## src/rtl/wieg_pkg.sv

```systemverilog
// wieg_pkg: state encoding and default thresholds shared by the cradle controller.
package wieg_pkg;
  typedef enum logic [2:0] {RUST, OPSTART, WIEGEN, AFBOUW, FOUT} state_t;
  localparam int N_GELIJK_DEF = 4;
  localparam int N_DAAL_DEF = 2;
  localparam int N_AFBOUW_DEF = 8;
  localparam int N_ERR_DEF = 3;
endpackage

```

## src/rtl/wieg_teller.sv

```systemverilog
// wieg_teller: saturating event counter; last flags the increment that reaches N.
module wieg_teller #(
  parameter int N = 4
) (
  input  logic clk,
  input  logic reset,
  input  logic clr,
  input  logic inc,
  output logic last
);
  localparam int W = $clog2(N + 1);
  logic [W-1:0] cnt_q, cnt_d;
  always_comb cnt_d = clr ? '0 : (inc && cnt_q != W'(N)) ? cnt_q + 1'b1 : cnt_q;
  assign last = inc && cnt_q >= W'(N - 1);
  always_ff @(posedge clk or negedge reset)
    if (!reset) cnt_q <= '0;
    else cnt_q <= cnt_d;
endmodule

```

## src/rtl/wieg_sturing.sv

```systemverilog
// wieg_sturing: cradle rocking controller driven by stress-trend strobes.
module wieg_sturing
  import wieg_pkg::*;
#(
  parameter int N_GELIJK = N_GELIJK_DEF,
  parameter int N_DAAL = N_DAAL_DEF,
  parameter int N_AFBOUW = N_AFBOUW_DEF,
  parameter int N_ERR = N_ERR_DEF
) (
  input  logic       clk,
  input  logic       reset,
  input  logic       clk4,
  input  logic       start,
  input  logic       gedaald,
  input  logic       gelijk,
  input  logic       error,
  output logic [1:0] stand,
  output logic       motor_aan,
  output logic       klaar,
  output logic       fout
);
  state_t     state_q;
  logic [1:0] stand_q;
  logic       motor_q, klaar_q, fout_q;
  logic       in_w, in_a, e, d, g, r;
  logic       err_last, daal_last, gel_last, afb_last;
  // Strobe decode with priority error > gedaald > gelijk > rose.
  assign in_w = state_q == WIEGEN;
  assign in_a = state_q == AFBOUW;
  assign e = clk4 && error;
  assign d = clk4 && !error && gedaald;
  assign g = clk4 && !error && !gedaald && gelijk;
  assign r = clk4 && !error && !gedaald && !gelijk;
  wieg_teller #(.N(N_ERR)) u_err (
    .clk(clk), .reset(reset), .clr(!(in_w || in_a) || (clk4 && !error)),
    .inc((in_w || in_a) && e), .last(err_last)
  );
  wieg_teller #(.N(N_DAAL)) u_daal (
    .clk(clk), .reset(reset), .clr(!in_w || g || r || daal_last),
    .inc(in_w && d), .last(daal_last)
  );
  wieg_teller #(.N(N_GELIJK)) u_gelijk (
    .clk(clk), .reset(reset), .clr(!in_w || d || r || gel_last),
    .inc(in_w && g), .last(gel_last)
  );
  wieg_teller #(.N(N_AFBOUW)) u_afbouw (
    .clk(clk), .reset(reset), .clr(!in_a || afb_last),
    .inc(in_a && (d || g)), .last(afb_last)
  );
  always_ff @(posedge clk or negedge reset) begin
    if (!reset) begin
      state_q <= RUST;
      stand_q <= 2'd0;
      motor_q <= 1'b0;
      klaar_q <= 1'b0;
      fout_q  <= 1'b0;
    end else begin
      klaar_q <= 1'b0;
      case (state_q)
        RUST: if (start) begin
          state_q <= OPSTART;
          stand_q <= 2'd2;
          motor_q <= 1'b1;
        end
        OPSTART: if (clk4) state_q <= WIEGEN;
        WIEGEN: begin
          if (err_last) begin
            state_q <= FOUT;
            stand_q <= 2'd0;
            motor_q <= 1'b0;
            fout_q  <= 1'b1;
          end else if (daal_last) begin
            if (stand_q > 2'd1) stand_q <= stand_q - 2'd1;
            else state_q <= AFBOUW;
          end else if (gel_last) stand_q <= (stand_q == 2'd3) ? 2'd3 : stand_q + 2'd1;
          else if (r) stand_q <= 2'd3;
        end
        AFBOUW: begin
          if (err_last) begin
            state_q <= FOUT;
            stand_q <= 2'd0;
            motor_q <= 1'b0;
            fout_q  <= 1'b1;
          end else if (afb_last) begin
            state_q <= RUST;
            stand_q <= 2'd0;
            motor_q <= 1'b0;
            klaar_q <= 1'b1;
          end else if (r) begin
            state_q <= WIEGEN;
            stand_q <= 2'd2;
          end
        end
        FOUT: if (start) begin
          state_q <= RUST;
          fout_q  <= 1'b0;
        end
        default: state_q <= RUST;
      endcase
    end
  end
  assign stand = stand_q;
  assign motor_aan = motor_q;
  assign klaar = klaar_q;
  assign fout = fout_q;
endmodule

```

## config.mk

```make
export PLATFORM = sky130hd
export DESIGN_NAME = wieg_sturing
export DESIGN_NICKNAME = d
export VERILOG_FILES = /design/src/rtl/wieg_pkg.sv /design/src/rtl/wieg_teller.sv /design/src/rtl/wieg_sturing.sv
export SDC_FILE = /design/constraint.sdc
export NUM_CORES = 1
export LEC_CHECK = 0
export ABC_AREA = 1
export CORE_MARGIN = 2
export CORE_UTILIZATION = 44
export DETAILED_ROUTE_END_ITERATION = 10
export PLACE_DENSITY = 0.75
export SLEW_MARGIN = 5
export SYNTH_ARGS = -nofsm -noshare
export SYNTH_HDL_FRONTEND = slang
export SYNTH_SLANG_ARGS = --single-unit
```

## constraint.sdc

```tcl
create_clock -name clk -period 3 [get_ports clk]
set_input_delay 0.9 -clock clk [delete_from_list [all_inputs] [get_ports clk]]
set_output_delay 0.9 -clock clk [all_outputs]
set_load 0.05 [all_outputs]
```

### After elaboration in Yosys (flattened, before gate mapping)

Index checks and enable logic that the tools add are counted.

* add/sub/neg operators: 6
* $lt $le $gt $ge: 5
* equality and inequality tests: 20
* multiplexer cells: 40
* reductions and logical operators: 46

Operators by type and width (count)
* two-way mux 3 bit: 11
* two-way mux 2 bit: 14
* logical AND 1 bit: 18
* one-hot mux 3 bit (5 select lines): 1
* logical OR 1 bit: 10
* inequality test 2 bit (second input constant): 5
* nonzero test 2 bit: 5
* two-way mux 1 bit: 9
* two-way mux 4 bit: 2
* adder 2 x 1 -> 2 bit (second input constant): 3
* equality test 3 x 2 -> 1 bit (second input constant): 2
* logical NOT 1 bit: 6
* inequality test 3 x 1 -> 1 bit (second input constant): 2
* inequality test 3 bit (second input constant): 2
* one-hot mux 2 bit (3 select lines): 1
* AND reduction 6 bit: 1
* inequality test 5 x 1 -> 1 bit (second input constant): 1
* AND reduction 5 bit: 1
* adder 4 x 1 -> 4 bit (second input constant): 1
* >= comparator 4 x 3 -> 1 bit (second input constant): 1
* inequality test 2 x 1 -> 1 bit (second input constant): 2
* inequality test 4 x 1 -> 1 bit (second input constant): 1
* inequality test 4 x 3 -> 1 bit (second input constant): 1
* inequality test 4 bit (second input constant): 1
* 16 further kinds: 16

* flip-flop bits (word level): 19
* bits of input ports: 7
* output and inout port bits: 5
* logic and storage cells: 126

### Depth between registers and ports, before layout

* word-level depth: 10
* mapped depth: 12
* gate-level depth less buffers: 12

### Hierarchy

A second synthesis with hierarchy kept.

* cell total of the unflattened synthesis: 203
* area total of the unflattened synthesis: 1431.4 um^2

Modules (own cells, without submodules)
* wieg_sturing: instances 1, cells each 108, area each 704.4 um^2, seq. area each 200.2 um^2
* wieg_teller at u_afbouw: instances 1, cells each 32, area each 249.0 um^2, seq. area each 100.1 um^2
* wieg_teller at u_gelijk: instances 1, cells each 26, area each 205.2 um^2, seq. area each 75.1 um^2
* wieg_teller at u_err: instances 1, cells each 19, area each 138.9 um^2, seq. area each 50.0 um^2
* wieg_teller at u_daal: instances 1, cells each 18, area each 133.9 um^2, seq. area each 50.0 um^2

### Worst setup path after synthesis

No wires, ideal clock.

* path kind: input port to flip-flop
* from: input port gedaald
* to: register stand_q[1], in the netlist stand[1]
* library setup time: 118 ps
* arrival: 1666 ps
* data required time: 2882 ps
* slack: 1216 ps
* stages: 10
* path buffers: 0
* cells stage by stage: inv_1 -> nand3_1 -> nor2_2 -> nand3_1 -> nand2_1 -> inv_1 -> nand2_1 -> nand3_1 -> nand2_1 -> nand2_1

* cells in the longest elaborated chain, start to end: 9
* elaborated cells between the ends (all ways): 22
* those cells by class: 3 x eq/ne; 6 x mux; 13 x reduce/logical

RTL lines
* from (decl): RTL line wieg_sturing.sv:14 `input logic gedaald,`
* logical NOT 1 bit: RTL line wieg_sturing.sv:32, wieg_sturing.sv:33
* logical AND 1 bit: RTL line wieg_sturing.sv:32, wieg_sturing.sv:33
* logical AND 1 bit: RTL line wieg_sturing.sv:32 `assign g = clk4 && !error && !gedaald && gelijk;`
* logical AND 1 bit or logical OR 1 bit (tied branches): RTL line wieg_sturing.sv:44, wieg_sturing.sv:48
* logical AND 1 bit, on equally long branches: RTL line wieg_teller.sv:14, wieg_sturing.sv:48
* two-way mux 2 bit or logical AND 1 bit (tied branches): RTL line wieg_sturing.sv:75, wieg_teller.sv:14
* two-way mux 2 bit, on equally long branches: RTL line wieg_sturing.sv:72, wieg_sturing.sv:84
* two-way mux 2 bit, on equally long branches: RTL line wieg_sturing.sv:67, wieg_sturing.sv:79
* one-hot mux 2 bit (3 select lines): RTL line wieg_sturing.sv:59 `case (state_q)`
* to (signal assigned): RTL line wieg_sturing.sv:73 `if (stand_q > 2'd1) stand_q <= stand_q - 2'd1;`
* to (signal assigned): RTL line wieg_sturing.sv:75 `end else if (gel_last) stand_q <= (stand_q == 2'd3) ? 2'd3 : stand_q + 2'd1;`
* to (decl): RTL line wieg_sturing.sv:23 `logic [1:0] stand_q;`

Several ways; a longest one is shown, not always the timed one.
A chain may end at the register's enable or synchronous reset.

### Final worst setup path

* from: register stand_q[0], in the netlist stand[0]
* to: output port stand[0]

RTL lines
* to (decl): RTL line wieg_sturing.sv:17 `output logic [1:0] stand,`

No word-level cell between the ends.

==> metrics.md <==
| Metric | Value |
|---|---|
| Seq/Total Area, Yosys | 36.19% |
| Largest delay share family, worst path | buffers and inverters |
| Crit Path Class | flip-flop to output pin |
| Synth Cell Area | 1314 um2 |
| RSZ-0062 raised after global routing | no |
| Largest family of logic cells by synthesized area | simple AND/OR/NAND/NOR gates |
| H-Tree Level Count | 1 |
| Routed Antenna Nets | 0 |
| Filler Cell Count | 282 |
| CORE AREA | 2805 um2 |
| Synthesized-area fraction occupied by xor and xnor cells | 1.333% |
| HP Class | flip-flop to flip-flop |
| Initial antenna violation count | 0 |
| Crit Path Max Fanout | 5 |
| Die W | 58.64 um |
| CTS tree | yes |
| Non-Filler Instances | 224 |
| CP Capture Type | output pin |
| Tcrit/Tclk final | 82.67% |
| Adder-cell share of the synthesized area | 11.43% |
| Crit path time final | 2.480 ns |
| Vias in the first global route | 1196 |
| Max frequency | 403.2 MHz |
| Crit-path cells | clkdlybuf4s50_1 |
| Startpoint Class | flip-flop |
| Library cells used by synthesis | 23 |
| Die area | 3439 um2 |
| Clock skew | 0.002897 ns |
| Critical Path AT | 1.58 ns |
| Status | finished clean |
| Vert. Die Dim | 58.64 um |
| GPL Wtd Cong | 0.8992 |
| PwrDens | 704.7 nW/um2 |
| Syn nets | 196 |
| Via density | 5.250 |
| Worst path slowest cell | clkdlybuf4s50_1 |
| Maximum vdd drop | 0.0003405 V |
| Simple-Gate Fraction of Synth Area | 32.00% |
| CTS Buffer Depth | 2 |
| Final Max Tran Viols | 0 |
| Clock Latency Late Sink | 0.31 ns |
| # setup viols final | 0 |
| Largest net degree at the start of global routing | 20 |
| Max_cap viols | 0 |
| Mux cell area share after synthesis | 0% |
| IO Pins | 12 |
| Layout cell share with drive strength beyond 1 | 8.290% |
| Normalized max-slew margin | 65.72% |
| Synthesized netlist cell count | 177 |
| TNS Setup | 0 ns |
| Initial Util | 46.83% |
| Remaining Overflow, GRT | 0 |
| Slowest Stage Delay on Critical Path | 0.83 ns |
| Worst slew pin tran | 0.5125 ns |
| Site row count | 19 |
| Starting DRT DRC Count | 69 |
| Detailed placement HPWL | 2193 um |
| Data required, critical path | 2.10 ns |
| Vias | 1176 |
| Yosys reg bits | 19 |
| Number of remaining DRC errors | 0 |
| Final hold vios | 0 |
| Synth Area in Compound Gates | 8.571% |
| Clock Sinks | 19 |
| Nets | 213 |
| First-pass GRT wire length | 4968 um |
| Post-CTS sizing | 0 |
| Worst Path Buf+Inv | 1 |
| Total GRT Usage | 18.92% |
| Antenna diodes | 0 |
| CTS buffer count | 3 |
| Pleak | 0.7587 nW |
| Count of warnings emitted by yosys | 0 |
| PortBufs | 11 |
| DR WL/cell | 12.06 um |
| Clock root cell | clkbuf_4 |
| Avg Cell Area, Syn | 7.422 um2 |
| CTS Hold Buffers Added | 0 |
| Final wirelength | 2701 um |
| Area Overhead vs Synth | 14.00% |
| Clock transition at path regs | 0.11 ns |
| # placed instances | 220 |
| Post-CTS Setup Bufs | 0 |
| First-pass iteration count of the detailed router | 4 |
logic make-up after synthesis:
kind of cell             Yosys count
AO/OA/AOI/OAI                     21
XOR/XNOR                           2
adder cells (fa/ha/maj)           12
buffers and inverters             36
flip-flops                        19
AND/OR/NAND/NOR                   87
layout by cell type, fill, tap and decap left out, types with 2 or more instances in the layout:
| cell type | instances |
|---|---|
| nor3_1 | 2 |
| nand3_1 | 17 |
| nand3_2 | 4 |
| nor2_1 | 13 |
| o21ai_0 | 6 |
| ha_1 | 12 |
| nand2_1 | 40 |
| a21oi_1 | 10 |
| nand4_1 | 2 |
| xor2_1 | 2 |
| clkbuf_4 | 3 |
| o21ai_1 | 2 |
| inv_1 | 35 |
| dfrtp_1 | 19 |
| clkdlybuf4s50_1 | 11 |
| nor2_2 | 3 |
| a211oi_1 | 2 |
routing by layer:
metal | vias to the layer above | GRT usage [%] | share of wire [%]
met2 | 38 | 33.23 | 50
met3 | 8 | 3.297 | 5.3
met5 | - | 0 | 0
met4 | 0 | 7.468 | 2.1
li1 | 590 | - | -
met1 | 540 | 22.98 | 43
through the flow:
stage	area [um2]	power [mW]	utilization, %	hold slack [ns]	setup slack [ns]
floorplan	1314	0.7661	-	0.4875	1.216
global placement	1470	0.8992	52.41	0.4669	0.5272
detailed placement	1470	0.9189	52.41	0.4727	0.5301
CTS	1498	1.056	53.39	0.5008	0.5064
global route	1498	1.151	53.39	0.5518	0.4537
finish	1498	1.055	53.39	0.4959	0.5199
registers in the layout, summed over array words and instances, names as in the netlist:
name	count
klaar	1
fout	1
stand	2
motor_aan	1
u_afbouw.cnt_q	4
u_gelijk.cnt_q	3
u_err.cnt_q	2
state_q	3
u_daal.cnt_q	2
path summary, 6_finish.rpt:
check	startpoint	to	slack [ns]	depth (start not counted)
max	stand[0]	stand[0]	0.52	1
min	motor_aan	motor_aan	0.50	2
max reg2reg	u_gelijk.cnt_q[0]	u_gelijk.cnt_q[1]	1.35	9
min reg2reg	motor_aan	motor_aan	0.50	2
max in group asynchronous	reset	u_afbouw.cnt_q[2]	1.89	2
min in group asynchronous	reset	u_daal.cnt_q[0]	0.91	2
final cells by class:
type                            instances  area, um2  share of cell area, %
Sequential cell                        19      475.5                  31.75
Tap cell                               31      38.79                  2.590
Clock inverter                          1      5.005                 0.3342
Timing Repair Buffer                   12      117.6                  7.853
Inverter                               36      137.6                  9.190
Multi-Input combinational cell        122      700.7                  46.78
Clock buffer                            3      22.52                  1.504
report_power, final:
part,leakage [nW],internal (mW),switching [mW]
Clock,0.0177,0.0499,0.0866
Sequential,0.255,0.305,0.0543
Combinational,0.486,0.188,0.372
Total,0.759,0.543,0.513
Yosys cell counts (all sizes together):
library cell	instances	area, um2
nor3	2	10.01
o21ai	8	40.04
xor2	2	17.52
a211oi	2	15.01
or2	1	6.260
nand2	41	156.4
and3	1	6.260
nand3b	1	7.510
ha	12	150.1
nor2	17	78.83
nand3	22	142.6
a21oi	10	50.05
nand4	2	12.51
inv	36	137.6
dfrtp	19	475.5
o211ai	1	7.510
Note: power is estimated with default switching activity, not from simulation.
